`src/rtl/ground_pkg.sv`:
```
// ground_pkg: shared state encoding, ground geometry, background colour and wrap helper.
package ground_pkg;
    typedef enum logic [1:0] {IDLE = 2'd0, RUN = 2'd1, PAUSED = 2'd2, DEAD = 2'd3} state_t;
    localparam int ADDR_W = 18;
    localparam logic [10:0] GND_X0 = 11'd350;
    localparam logic [10:0] GND_Y0 = 11'd750;
    localparam logic [9:0] GND_W = 10'd740;
    localparam logic [7:0] GND_H = 8'd150;
    localparam logic [10:0] GND_X1 = GND_X0 + {1'b0, GND_W};
    localparam logic [10:0] GND_Y1 = GND_Y0 + {3'd0, GND_H};
    localparam logic [3:0] BG_R = 4'h7;
    localparam logic [3:0] BG_G = 4'hC;
    localparam logic [3:0] BG_B = 4'hC;
    localparam logic [11:0] BG_RGB = {BG_R, BG_G, BG_B};

    // (a + b) mod GND_W, valid while both operands are below GND_W
    function automatic logic [9:0] wrap_add(input logic [9:0] a, input logic [9:0] b);
        logic [10:0] s;
        s = {1'b0, a} + {1'b0, b};
        return (s >= {1'b0, GND_W}) ? 10'(s - {1'b0, GND_W}) : s[9:0];
    endfunction
endpackage

```
`src/rtl/ground_addr_gen.sv`:
```
// ground_addr_gen: stage-1 region test, scrolled column wrap and row-major ROM address.
module ground_addr_gen
    import ground_pkg::*;
(
    input  logic              clk,
    input  logic              rst_n,
    input  logic [10:0]       pos_x,
    input  logic [10:0]       pos_y,
    input  logic [9:0]        scroll_off,
    output logic [ADDR_W-1:0] rom_addr,
    output logic              valid
);
    logic in_region;
    logic [9:0] dx;
    logic [9:0] col;
    logic [7:0] dy;
    logic [ADDR_W-1:0] row_base;

    always_comb begin
        in_region = pos_x >= GND_X0 && pos_x < GND_X1 && pos_y >= GND_Y0 && pos_y < GND_Y1;
        dx = 10'(pos_x - GND_X0);
        dy = 8'(pos_y - GND_Y0);
        col = wrap_add(dx, scroll_off);
        row_base = {10'd0, dy} * {8'd0, GND_W};
    end

    always_ff @(posedge clk) begin
        if (!rst_n) begin
            rom_addr <= '0;
            valid <= 1'b0;
        end else begin
            rom_addr <= in_region ? row_base + {8'd0, col} : '0;
            valid <= in_region;
        end
    end
endmodule

```
`src/rtl/ground_scroll_ctrl.sv`:
```
// ground_scroll_ctrl: game FSM, per-frame ground scroll and 3-stage ROM colour pipeline.
// Define GROUND_SPEEDUP_EN to raise the scroll step every 512 running frames up to MAX_SPEED.
module ground_scroll_ctrl
    import ground_pkg::*;
#(
    parameter int SPEED = 2,
    parameter int MAX_SPEED = 8
) (
    input  logic        clk,
    input  logic        rst_n,
    input  logic [10:0] pos_x,
    input  logic [10:0] pos_y,
    input  logic        frame_start,
    input  logic        game_start,
    input  logic        game_over,
    input  logic        pause,
    output logic [17:0] rom_addr,
    input  logic [11:0] rom_data,
    output logic [3:0]  groundr,
    output logic [3:0]  groundg,
    output logic [3:0]  groundb,
    output logic        isground,
    output logic [9:0]  scroll_off,
    output logic [1:0]  state
);
    state_t cur, nxt;
    logic running, start_run, v1, v2;
    logic [9:0] step;

    always_ff @(posedge clk) begin
        if (!rst_n) cur <= IDLE;
        else cur <= nxt;
    end

    always_comb begin
        nxt = cur;
        case (cur)
            IDLE:    nxt = (game_start && !game_over) ? RUN : IDLE;
            RUN:     nxt = game_over ? DEAD : pause ? PAUSED : RUN;
            PAUSED:  nxt = game_over ? DEAD : !pause ? RUN : PAUSED;
            DEAD:    nxt = (game_start && !game_over) ? RUN : DEAD;
            default: nxt = IDLE;
        endcase
    end

    always_comb begin
        state = cur;
        running = cur == RUN;
        start_run = (cur == IDLE || cur == DEAD) && nxt == RUN;
    end

    // restart clears the offset on the same edge that enters RUN
    always_ff @(posedge clk) begin
        if (!rst_n || start_run) scroll_off <= '0;
        else if (frame_start && running) scroll_off <= wrap_add(scroll_off, step);
    end

`ifdef GROUND_SPEEDUP_EN
    logic [8:0] frame_cnt;
    always_ff @(posedge clk) begin
        if (!rst_n || start_run) begin
            frame_cnt <= '0;
            step <= 10'(SPEED);
        end else if (frame_start && running) begin
            frame_cnt <= frame_cnt + 9'd1;
            if (&frame_cnt && step < 10'(MAX_SPEED)) step <= step + 10'd1;
        end
    end
`else
    assign step = 10'(SPEED);
`endif

    ground_addr_gen u_addr (
        .clk        (clk),
        .rst_n      (rst_n),
        .pos_x      (pos_x),
        .pos_y      (pos_y),
        .scroll_off (scroll_off),
        .rom_addr   (rom_addr),
        .valid      (v1)
    );

    // rom_data lines up with v2, one edge after the address
    always_ff @(posedge clk) begin
        if (!rst_n) begin
            v2 <= 1'b0;
            isground <= 1'b0;
            {groundr, groundg, groundb} <= BG_RGB;
        end else begin
            v2 <= v1;
            isground <= v2;
            {groundr, groundg, groundb} <= v2 ? rom_data : BG_RGB;
        end
    end
endmodule

```
`config.mk`:
```
export PLATFORM = sky130hd
export DESIGN_NAME = ground_scroll_ctrl
export DESIGN_NICKNAME = d
export VERILOG_FILES = /design/src/rtl/ground_pkg.sv /design/src/rtl/ground_addr_gen.sv /design/src/rtl/ground_scroll_ctrl.sv
export SDC_FILE = /design/constraint.sdc
export NUM_CORES = 1
export LEC_CHECK = 0
export ABC_AREA = 1
export CAP_MARGIN = 20
export CORE_UTILIZATION = 33
export DETAILED_ROUTE_END_ITERATION = 6
export PLACE_DENSITY = 0.57
export SETUP_SLACK_MARGIN = 0.15
export SYNTH_ARGS = -nofsm -noshare
export SYNTH_HDL_FRONTEND = slang
export SYNTH_HIERARCHICAL = 1
export SYNTH_SLANG_ARGS = --single-unit
```
`constraint.sdc`:
```
create_clock -name clk -period 10.8 [get_ports clk]
set_input_delay 1.62 -clock clk [delete_from_list [all_inputs] [get_ports clk]]
set_output_delay 1.62 -clock clk [all_outputs]
set_load 0.02 [all_outputs]
```
-- Word level (Yosys, flattened, before mapping)
Cells that the tools add are included.
- $add $sub $neg: 7
- multipliers: 1
- order comparisons: 6
- eq/ne operators: 4
- multiplexer cells: 7
- reduce and logical (&&, ||, !) cells: 14
- operators with widths (cell ; count):
    $ge 11x10->1 const B ; 3
    $mux 10 ; 2
    $sub 10x10->10 const B ; 2
    $add 18x10->18 ; 1
    $mul 8x8->16 const B ; 1
    $add 10x10->11 ; 1
    $add 10x2->11 const B ; 1
    $ge 11x9->1 const B ; 1
    $lt 11x10->1 const B ; 1
    $lt 11x11->1 const B ; 1
    $sub 10x9->10 const B ; 1
    $sub 8x8->8 const B ; 1
    $logic_and 1x1->1 ; 6
    $mux 2 ; 3
    $pmux 2 s3 ; 1
    $eq 2x1->1 const B ; 2
    $eq 2x2->1 const B ; 2
    $reduce_and 2->1 ; 2
    $logic_not 1->1 ; 2
    $logic_not 2->1 ; 1
    $logic_or 1x1->1 ; 2
    $reduce_or 2->1 ; 1
    $mux 1 ; 1
- flip-flop bits (word level): 45
- input bits: 40
- output and inout port bits: 43
- word-level logic and storage cells: 48

-- Longest topological paths before layout
- word-level depth: 7
- gate-level depth with buffers: 32
- depth with buffers taken out: 31

-- Modules after synthesis
The synthesis kept the hierarchy.
- modules (own cells, without submodules) (module ; instances ; cells each ; area an instance (sq um) ; seq. area each (sq um)):
    ground_addr_gen ; 1 ; 543 ; 3703.6 ; 380.4
    ground_scroll_ctrl ; 1 ; 191 ; 1386.3 ; 500.5

-- Worst setup path before layout
No wires, ideal clock.
- kind: input to register
- from: input port pos_y[1]
- to: register u_addr.rom_addr[17]
- setup time: 0.115 ns
- arrival: 5.578 ns
- required time: 10.685 ns
- slack: 5.107 ns
- cell stages on the path: 19
- buffers on the path: 0
- path through: ha_1 -> xor2_1 -> ha_1 -> ha_1 -> inv_1 -> fa_1 -> fa_1 -> fa_1 -> inv_1 -> ha_1 -> nand2_1 -> o21ai_0 -> a21oi_1 -> o21ai_0 -> inv_1 -> nor2_1 -> nand3_1 -> nand2_1 -> nor2_1
- word-level cells in the longest chain between the ends: 4
- elaborated cells between the ends (all ways): 8
- those cells by class: add/sub (2); mul (1); order compare (2); reduce/logical (3)
- RTL lines (what ; line ; source):
    start: declaration ; ground_scroll_ctrl.sv:12 ; input logic [10:0] pos_y,
    branches (longest 4 deep; another with $add 18x10->18) ; - ;
    end signal: assignment ; ground_addr_gen.sv:32 ; rom_addr <= in_region ? row_base + {8'd0, col} : '0;
    end: declaration ; ground_addr_gen.sv:10 ; output logic [ADDR_W-1:0] rom_addr,
Several ways; the timed one is not identified.
A chain may end at the register's enable or synchronous reset.

-- Final worst setup path
Same ends and word-level chain as after synthesis.

==> results.toml <==
[clock_network]
hold_buffers = 0
cts_sinks = 44
path_clk_slew_ns = 0.07
htreeDepth = 2
clockRootBuffer = "clkbuf_16"
cts_tree = "yes"
clock_path_buffers = 2
numCtsBuffers = 5
postCtsSetupRepairBufs = 0
insertion_delay_ns = 0.28
cts_resized = 0

[timing]
fin_skew_ns = 0.00687
hold_violations = 0
period_minus_slack_ns = 6.55
final-setup-viol-count = 0
rsz0062_at_grt = "no"
drv_slew = 0
fin_tns_setup_ns = 0
finalCritPeriodShare_pct = 60.7
worstMarginPinSlew_ns = 0.519
hold_ws_ns = 0.424
fmax_mhz = 153
slew_headroom_pct = 65.4

[yosys]
synth_edf_count = 0
yosysUniqueCellTypes = 36
yosysWarnings = 6
ys_seq_elements = 44
avgSynthCellArea_um2 = 6.93
netlist_area_mm2 = 0.00509
synth_ff_type = "dfxtp_1"
postSynthCellCount = 734
synth-seq-area-share_pct = 17.3
synthArstFlopShare_pct = 0

[power]
power.density_mw_per_mm2 = 177
power_frac_clock_pct = 16.0
ir_worst_vdd_v = 0.0000862
power_leakage_nw = 3.20
p_sw_mw = 0.541
switching_share_pct = 48.8
combPwrFrac_pct = 68.8
p_seq_share_pct = 15.2
p_int_mw = 0.567

[route]
totalWireLength_mm = 12.0
first_iter_violations = 174
drt_pre_antenna_iters = 5
drc_errors = 0
postRouteAntennaNets = 0
num_vias = 4516
drt-vias-per-instance = 4.49
wl_per_cell_um = 11.9

[min_path]
whs_endpoint = "v2$_SDFF_PN0_"
hp-start = "u_addr/valid$_SDFF_PN0_"
whs_path_depth = 2
hp-class = "reg -> reg"

[worst_setup_path]
required_ns = 10.98
worst_r2r_endpoint = "u_addr/rom_addr[16]$_SDFF_PN0_"
reg2reg_depth = 28
reg2reg_slack_ns = 6.23
cp-end-kind = "flip-flop"
cp-start-kind = "input port"
r2r_start = "scroll_off[2]$_SDFFE_PP0P_"
crit_family = "adder cells"
cp.arrival_ns = 6.74
crit_slowest_cell = "clkdlybuf4s50_1"
cp_max_fo = 8
path_depth = 20
critPathMaxStageDelay_ns = 0.70
path_class = "in -> reg"
cp_common_cell = "ha_1"
critPathBufInv = 4
crit_chain = "clkdlybuf4s50_1, ha_1, xor2_1, ha_1, ha_1, inv_1, fa_1, fa_1, fa_1, inv_1, ha_1, nand2_1, o21ai_0, a21oi_1, o21ai_0, inv_1, nor2_1, nand3_1, nand2_1, nor2_1"

[floorplan]
core_mm2 = 0.0151
initial_utilization_pct = 33.6
die_w_um = 126
die_y_um = 126
io_pins = 83
die-area_mm2 = 0.0159
row_count = 45

[final_layout]
area_delta_synth_final_pct = 23.0
fillCellCount = 1566
drive_above_1_share_pct = 9.17
fin_nets = 947
insertedDiodeCount = 0

[grt]
grt_max_degree = 16
grt_first_pass_wirelength_mm = 20.2
overflow = 0
antenna_found_initial = 0
first_global_vias = 4257
grt_use_total_pct = 15.4

[placement]
port_buffers = 81
dp_hpwl_mm = 10.1
gp_congestion = 0.835

[flow_run]
drv_cap = 0

[run_status]
outcome = "finished clean"
==> metal layers <==
metal | routed length, um | up-vias | GRT usage, %
li1 | - | 2486 | -
met1 | 6120 | 1953 | 21.2
met2 | 5420 | 70 | 26.3
met3 | 333 | 7 | 1.44
met4 | 84 | 0 | 2.98
met5 | 0 | - | 0
==> cells in the mapped netlist, types with 8 or more instances <==
cell type,count,area (um^2)
nand2_2,24,150
ha_1,73,913
dfxtp_1,44,881
or2_2,8,50.1
nand4_1,15,93.8
inv_1,126,473
xor2_1,26,228
nor2_1,64,240
nand3_1,57,285
o21ai_0,13,65.1
xnor2_1,10,87.6
nand2_1,157,589
fa_1,17,340
a21oi_1,34,170
==> power by group through the flow <==
| stage | Clock (mW) | Sequential (mW) | Combinational, mW |
|---|---|---|---|
| floorplan | 0 | 0.175 | 0.605 |
| global placement | 0 | 0.172 | 0.760 |
| detailed placement | 0 | 0.172 | 0.763 |
| CTS | 0.184 | 0.168 | 0.767 |
| global route | 0.190 | 0.168 | 0.885 |
| finish | 0.177 | 0.168 | 0.762 |
==> worst reg2reg max path: cells and delay by family (launching register included) <==
kind / cells / cell delay [ns]
buf+inv: 3 / 0.14
simple gates: 20 / 2.22
fa+ha+maj: 4 / 1.31
compound gates: 1 / 0.44
flops: 1 / 0.40
==> state kept, by name, summed over array words and instances (netlist names) <==
name and count:
state 2, isground 1, groundr 4, u_addr/rom_addr 18
scroll_off 9, v2 1, groundg 4, u_addr/valid 1
groundb 4
==> how the worst max path moves through the flow <==
stage | from | to | slack (ns)
floorplan | pos_y[1] | u_addr/rom_addr[17]$_SDFF_PN0_ | 5.11
global placement | pos_y[1] | u_addr/rom_addr[17]$_SDFF_PN0_ | 4.04
detailed placement | pos_y[1] | u_addr/rom_addr[17]$_SDFF_PN0_ | 3.90
CTS | pos_y[1] | u_addr/rom_addr[17]$_SDFF_PN0_ | 4.23
global route | pos_y[1] | u_addr/rom_addr[13]$_SDFF_PN0_ | 3.80
finish | pos_y[1] | u_addr/rom_addr[17]$_SDFF_PN0_ | 4.25
==> per-stage QoR <==
step           instance area, um^2  worst slack (ns)  total power [mW]  utilization, %  instances
2_1_floorplan                 5090              5.11             0.780               -        735
3_3_place_gp                  6090              4.04             0.932            40.2        998
3_5_place_dp                  6090              3.90             0.935            40.2        998
4_1_cts                       6260              4.23              1.12            41.3       1006
5_1_grt                       6260              3.80              1.24            41.3       1006
6_report                      6260              4.25              1.11            41.3       1006
==> cell type report <==
type | instances | area [um^2] | share of cell area [%]
inverter | 135 | 508 | 8.11
sequential | 44 | 881 | 14.1
timing repair buffer | 81 | 811 | 12.9
clock inverter | 3 | 46.3 | 0.739
multi-input combinational | 550 | 3660 | 58.4
clock buffer | 5 | 125 | 2.00
tap | 188 | 235 | 3.76
==> cells by family after synthesis <==
| logic type | Yosys count | synth area share (%) |
|---|---|---|
| simple gates | 358 | 34.0 |
| xor+xnor | 36 | 6.19 |
| other cells | 1 | 0.0737 |
| buf+inv | 141 | 10.9 |
| compound gates | 64 | 6.86 |
| fa+ha+maj | 90 | 24.6 |
| flops | 44 | 17.3 |
==> cells in the final DEF, fill, tap and decap left out, drive strengths merged, types with 15 or more instances in the layout <==
master         instances
a21oi                 34
clkdlybuf4s50         81
dfxtp                 44
fa                    17
ha                    73
inv                  134
nand2                188
nand3                 67
nand4                 15
nor2                  73
o21ai                 20
xor2                  26
No activity file was read; power rests on OpenSTA's default activity.
